**config.mk**
```make
export PLATFORM = sky130hd
export DESIGN_NAME = fp_to_int_seq
export DESIGN_NICKNAME = d
export VERILOG_FILES = /design/src/rtl/fp_to_int_seq.sv
export SDC_FILE = /design/constraint.sdc
export NUM_CORES = 1
export LEC_CHECK = 0
export CORE_ASPECT_RATIO = 1.25
export CORE_UTILIZATION = 52
export DETAILED_ROUTE_END_ITERATION = 16
export PLACE_DENSITY = 0.77
export SLEW_MARGIN = 5
export SYNTH_ARGS = -nofsm -noshare
export SYNTH_HDL_FRONTEND = slang
export SYNTH_SLANG_ARGS = --single-unit
```
**constraint.sdc**
```tcl
create_clock -name clk -period 2.2 [get_ports clk]
set_input_delay 0.66 -clock clk [delete_from_list [all_inputs] [get_ports clk]]
set_output_delay 0.66 -clock clk [all_outputs]
set_load 0.005 [all_outputs]
```
**src/rtl/fp_to_int_seq.sv**
```systemverilog
// Multi-cycle IEEE-754 single to signed int32 converter, valid/ready on both ends.
// Optional macro ROUND_NEAREST_EN selects round-to-nearest-even instead of truncation.

module fp_to_int_seq #(
   parameter int SHIFT_STEP = 1
) (
   input  logic        clk,
   input  logic        rst_n,
   input  logic        in_valid,
   output logic        in_ready,
   input  logic [31:0] number_in,
   output logic        out_valid,
   input  logic        out_ready,
   output logic [31:0] int_out,
   output logic [2:0]  flags
);

   typedef enum logic [2:0] {IDLE, CLASSIFY, SHIFT, ROUND, DONE} state_t;

   localparam logic [4:0] STEP = 5'(SHIFT_STEP);

   state_t      state_q, state_d;
   logic [31:0] num_q, num_d;
   logic [63:0] w_q, w_d;
   logic        sticky_q, sticky_d;
   logic [4:0]  cnt_q, cnt_d;
   logic [31:0] int_q, int_d;
   logic [2:0]  flags_q, flags_d;

   logic        sign;
   logic [7:0]  exp_f;
   logic [22:0] mantis;
   logic [31:0] int_part;
   logic [31:0] frac;
   logic [31:0] mag;
   logic [4:0]  step;

   assign sign     = num_q[31];
   assign exp_f    = num_q[30:23];
   assign mantis   = num_q[22:0];
   assign int_part = w_q[63:32];
   assign frac     = w_q[31:0];
   assign step     = (cnt_q < STEP) ? cnt_q : STEP;

   assign in_ready  = (state_q == IDLE);
   assign out_valid = (state_q == DONE);
   assign int_out   = int_q;
   assign flags     = flags_q;

   // Magnitude of the result; rounding up cannot overflow because F is zero for large exponents.
   always_comb begin
      mag = int_part;
`ifdef ROUND_NEAREST_EN
      if (frac[31] && ((|frac[30:0]) || sticky_q || int_part[0]))
         mag = int_part + 32'd1;
`endif
   end

   always_comb begin
      state_d  = state_q;
      num_d    = num_q;
      w_d      = w_q;
      sticky_d = sticky_q;
      cnt_d    = cnt_q;
      int_d    = int_q;
      flags_d  = flags_q;
      case (state_q)
         IDLE: begin
            if (in_valid) begin
               num_d   = number_in;
               state_d = CLASSIFY;
            end
         end
         CLASSIFY: begin
            sticky_d = 1'b0;
            if (exp_f == 8'hFF) begin
               int_d   = (mantis == '0 && !sign) ? 32'h7FFF_FFFF : 32'h8000_0000;
               flags_d = 3'b100;
               state_d = DONE;
            end else if (exp_f == 8'h00) begin
               int_d   = '0;
               flags_d = {2'b00, |mantis};
               state_d = DONE;
            end else if (sign && exp_f == 8'd158 && mantis == '0) begin
               int_d   = 32'h8000_0000;
               flags_d = 3'b000;
               state_d = DONE;
            end else if (exp_f >= 8'd158) begin
               int_d   = sign ? 32'h8000_0000 : 32'h7FFF_FFFF;
               flags_d = 3'b010;
               state_d = DONE;
            end else if (exp_f <= 8'd125) begin
               w_d      = '0;
               sticky_d = 1'b1;
               state_d  = ROUND;
            end else if (exp_f == 8'd126) begin
               w_d     = {32'd0, 1'b1, mantis, 8'd0};
               state_d = ROUND;
            end else begin
               // Hidden bit sits at the integer LSB; shifting left by e aligns the binary point.
               w_d     = {31'd0, 1'b1, mantis, 9'd0};
               cnt_d   = exp_f[4:0] - 5'd31;
               state_d = (exp_f == 8'd127) ? ROUND : SHIFT;
            end
         end
         SHIFT: begin
            w_d   = w_q << step;
            cnt_d = cnt_q - step;
            if (cnt_q == step)
               state_d = ROUND;
         end
         ROUND: begin
            int_d   = sign ? (~mag + 32'd1) : mag;
            flags_d = {2'b00, (|frac) | sticky_q};
            state_d = DONE;
         end
         DONE: begin
            if (out_ready)
               state_d = IDLE;
         end
         default: state_d = IDLE;
      endcase
   end

   always_ff @(posedge clk or negedge rst_n) begin
      if (!rst_n) begin
         state_q  <= IDLE;
         num_q    <= '0;
         w_q      <= '0;
         sticky_q <= 1'b0;
         cnt_q    <= '0;
         int_q    <= '0;
         flags_q  <= '0;
      end else begin
         state_q  <= state_d;
         num_q    <= num_d;
         w_q      <= w_d;
         sticky_q <= sticky_d;
         cnt_q    <= cnt_d;
         int_q    <= int_d;
         flags_q  <= flags_d;
      end
   end

endmodule

```
Yosys cells after proc, flatten, opt, wreduce, memory -nomap -nowiden
Cells that the tools add are included.

Register bits: 140. Input port bits: 36. Logic and storage cells: 95.

Add/sub/neg operators: 3. Order comparisons: 3. Eq/ne operators: 19. Shift operators: 1. Mux-type cells: 44. Bitwise operators: 2. Reductions and logical operators: 16.

Operators by type and width (count): 64-bit 2-to-1 mux (4); 32-bit 2-to-1 mux (7); 64-bit one-hot mux with 2 select lines (1); 33-bit 2-to-1 mux (2); 32-bit one-hot mux with 2 select lines (1); 64-bit by 5-bit << shifter with 64-bit output (1); 5-bit 2-to-1 mux (7); 3-bit 2-to-1 mux (11); 32-bit by 1-bit adder with 32-bit output, second input constant (1); 32-bit inverter (1); 32-bit OR reduction (1); 23-bit zero test (1); 23-bit OR reduction (1); 8-bit by 7-bit equality test with 1-bit output, second input constant (2); 8-bit equality test, second input constant (2); 2-bit inequality test, second input constant (8); 3-bit one-hot mux with 5 select lines (1); 5-bit one-hot mux with 2 select lines (1); 8-bit >= comparator, second input constant (1); 8-bit by 7-bit <= comparator with 1-bit output, second input constant (1); 8-bit zero test (1); 1-bit 2-to-1 mux (8); 7-bit AND reduction (1); 3-bit by 2-bit equality test with 1-bit output, second input constant (2); 17 further kinds (21).

Longest topological paths before layout
Gate-level depths: netlist of run 1.

Depth in word-level cells: 9. Mapped depth: 9.

Worst setup path before layout of run 1
No wires, ideal clock.

Path type: flip-flop to flip-flop. From: register w_q[32]. To: register int_q[28] (netlist: int_out[28]). Library setup time: 145 ps. Data arrival time: 2030 ps. Data required time: 2055 ps. Setup slack: 26 ps. Stages on the path, launching flop included: 8. Buffers on the path: 0. Period minus slack after synthesis: 2174 ps. Path through: dfrtp_1 > inv_1 > ha_1 > or3b_2 > or4_4 > o41ai_4 > xor2_1 > o211ai_1.

Cells in the longest elaborated chain, start to end: 4.

Ends and longest elaborated chain: from (decl) (line 24) `logic [63:0] w_q, w_d;`; from (signal assigned) (line 137) `w_q <= w_d;`; 32-bit inverter (line 113) `int_d = sign ? (~mag + 32'd1) : mag;`; 32-bit by 1-bit adder with 32-bit output (line 113); 32-bit 2-to-1 mux (line 113); 32-bit one-hot mux with 2 select lines (line 67) `case (state_q)`; to (signal assigned) (line 140) `int_q <= int_d;`; to (decl) (line 27) `logic [31:0] int_q, int_d;`.

Every way passes these cells. A chain may end at the register's enable or synchronous reset.

Worst setup path after layout of run 1
From: register w_q[39]. To: register int_q[28] (netlist: int_out[28]).

Same word-level chain as after synthesis.

==> results of run 1 <==
[cells in the final DEF (no fill, tap or decap), drive strengths merged, types with 21 or more instances in the layout]
cell	n
nor4	21
dfrtp	140
a22o	62
a21oi	28
mux2	29
mux2i	26
nand2	45
clkdlybuf4s50	69
buf	62
o2bb2ai	24
nor2	35
clkbuf	23
o21ai	25
[critical path: stages, from the launching register on]
cell      delay (ns)
dfrtp_1         0.38
or4_4           0.55
or4_4           0.58
o41ai_4         0.23
xor2_1          0.17
o211ai_1        0.09
[area by class of cell]
type / instances / area [µm²]
clock inverters: 12 / 160.2
well taps: 171 / 214.0
fillers: 948 / 4026
flip-flops and latches: 140 / 3510
clock buffers: 20 / 466.7
multi-input cells: 466 / 3566
inverters: 14 / 55.05
repair buffers: 136 / 1351
[state kept, by name, summed over array words and instances, names as in the netlist]
signal and flops:
state_q 3, w_q 64, flags 3, int_out 32, num_q 32, cnt_q 5, sticky_q 1
[metal layers]
metal / up-vias / GRT usage (%) / wire, µm
met2: 267 / 45.95 / 9642
li1: 2759 / - / -
met4: 0 / 10.96 / 454
met5: - / 0 / 0
met3: 45 / 4.941 / 1229
met1: 2995 / 33.27 / 7261
[power by group]
group	total, mW	internal (mW)	switching [mW]
combinational	7.00	3.49	3.51
clock	3.00	1.88	1.12
sequential	4.42	3.48	0.941
total	14.4	8.85	5.57
[final timing paths]
path                                    startpoint  slack [ns]  cells past startpoint                 endpoint
min in group clk           int_out[13]$_DFFE_PN0P_        0.48                      2  int_out[13]$_DFFE_PN0P_
max in group asynchronous                    rst_n        1.55                      2      w_q[12]$_DFFE_PN0P_
hold / removal                               rst_n        0.06                      1  int_out[26]$_DFFE_PN0P_
setup / recovery               w_q[39]$_DFFE_PN0P_        0.06                      5  int_out[28]$_DFFE_PN0P_
hold reg to reg            int_out[13]$_DFFE_PN0P_        0.48                      2  int_out[13]$_DFFE_PN0P_
setup reg to reg               w_q[39]$_DFFE_PN0P_        0.06                      5  int_out[28]$_DFFE_PN0P_
[per-stage QoR]
stage / hold slack [ns] / cells / instance area [µm²] / utilization [%]
3_3_place_gp: 0.4644 / 920 / 8437 / 63.20
2_1_floorplan: 0.3644 / 672 / 7197 / -
6_report: 0.06026 / 959 / 9323 / 69.84
5_1_grt: 0.05870 / 959 / 9323 / 69.84
3_5_place_dp: 0.4696 / 920 / 8437 / 63.20
4_1_cts: 0.05660 / 954 / 9102 / 68.19
[timing repair]
item                                    4_1_cts  5_1_grt
setup buffers                                 2        2
gates cloned                                  0        3
pin swaps                                     0        5
endpoints found under the setup margin       33       94
endpoints found under the hold margin         0        0
hold buffers                                  0        0
gates resized for setup                       9       29
[kinds of logic (layout without fill, tap and decap cells)]
kind of cell / after synthesis / count (layout) / synth area share, %
xor+xnor: 24 / 24 / 2.921
flops: 140 / 140 / 48.68
mux: 55 / 55 / 8.154
compound gates: 204 / 204 / 22.03
simple gates: 177 / 177 / 13.33
fa+ha+maj: 6 / 6 / 1.043
buf+inv: 66 / 182 / 3.842
==> results_dict.tcl, run 1 <==
set metrics [dict create \
    outcome "finished, final reports clean" \
    synthesis.nets 714 \
    ys_seq_area_share_pct 48.68 \
    hold_violations 0 \
    grt_pass1_vias 6082 \
    drive_gt1_share_pct 21.70 \
    grt_use_total_pct 26.85 \
    synth_edf_count 0 \
    critPathRequiredTime_ns 2.50 \
    nNetsFinal 817 \
    max_slew.worst_pin.slew_ns 0.5460 \
    gp_congestion 0.9001 \
    yosysWarnings 0 \
    fin_total_pwr_mw 14.42 \
    period_share_pct 97.09 \
    die_area_um2 14320 \
    synth_top_area_share_pct 48.68 \
    finalCriticalPeriod_ns 2.136 \
    rsz0062_at_grt "yes" \
    vias_per_cell 6.325 \
    synth_flop_cell "dfrtp_1" \
    powerDensity_nw_per_um2 1547 \
    first_pass_iters 5 \
    worstPathArrival_ns 2.43 \
    worstHoldPathType "primary input to asynchronous set/reset pin" \
    yosysTopAreaCell "dfrtp_1" \
    layout_setup_ws_ns 0.06401 \
    fp.dieH_um 133.5 \
    rows 47 \
    synth_most_common_cell "dfrtp_1" \
    tns_ns 0 \
    start_kind "register" \
    drv_slew 0 \
    yosysUniqueCellTypes 66 \
    irDropWorstVdd_mv 0.6908 \
    io_pins 73 \
    grt_pass1_wl_um 30020 \
    async_flop_share_pct 100.0 \
    criticalPathCategory "register to register" \
    area_growth_pct 29.54 \
    clock_path_buffers 2 \
    leakagePower_nw 3.969 \
    drt_iter0_markers 380 \
    htree_levels 4 \
    setup_violations 0 \
    core_um2 13350 \
    vias 6066 \
    critPathMaxFanout 2 \
    slew_headroom_pct 63.27 \
    cts-root-buf "clkbuf_16" \
    diodes 0 \
    numCtsBuffers 17 \
    endpoint_kind "register" \
    die_w_um 107.2 \
    cts.sinks 140 \
    hpwl_um 12500 \
    synthCells 672 \
    drc_errors 0 \
    ys_ff_latch 140 \
    clk_latency_ns 0.42 \
    place_ws_ns -0.07484 \
    gr-total-overflow 0 \
    drv_cap 0 \
    synth_area_leaders "dfrtp_1, a22o_1, mux2_2" \
    synth_area_um2 7197 \
    grt_max_degree 60 \
    syn_avg_cell_area_um2 10.71 \
    tritoncts "done" \
    cts.clk_slew.worst_paths_ns 0.06 \
    synthTopCellsByCount "dfrtp_1, a22o_1, nand2_1, nor2_1, clkbuf_1" \
    port_buffers 72 \
    antenna_found_initial 0 \
    fin_skew_ns 0.005644 \
    postRouteAntennaNets 0 \
    post_drt_wl_per_cell_um 19.38 \
    wirelength_um 18590 \
    initial_core_util_pct 53.91 \
    fmax_ghz 0.4682 \
]
(Power assumes the default switching activity.)
==> inputs of run 2 (changes only) <==
Settings changed: CTS_CLUSTER_DIAMETER from default to 150.
==> results of run 2 <==
No change in the layout: final DEF, timing and power equal those of run 1.
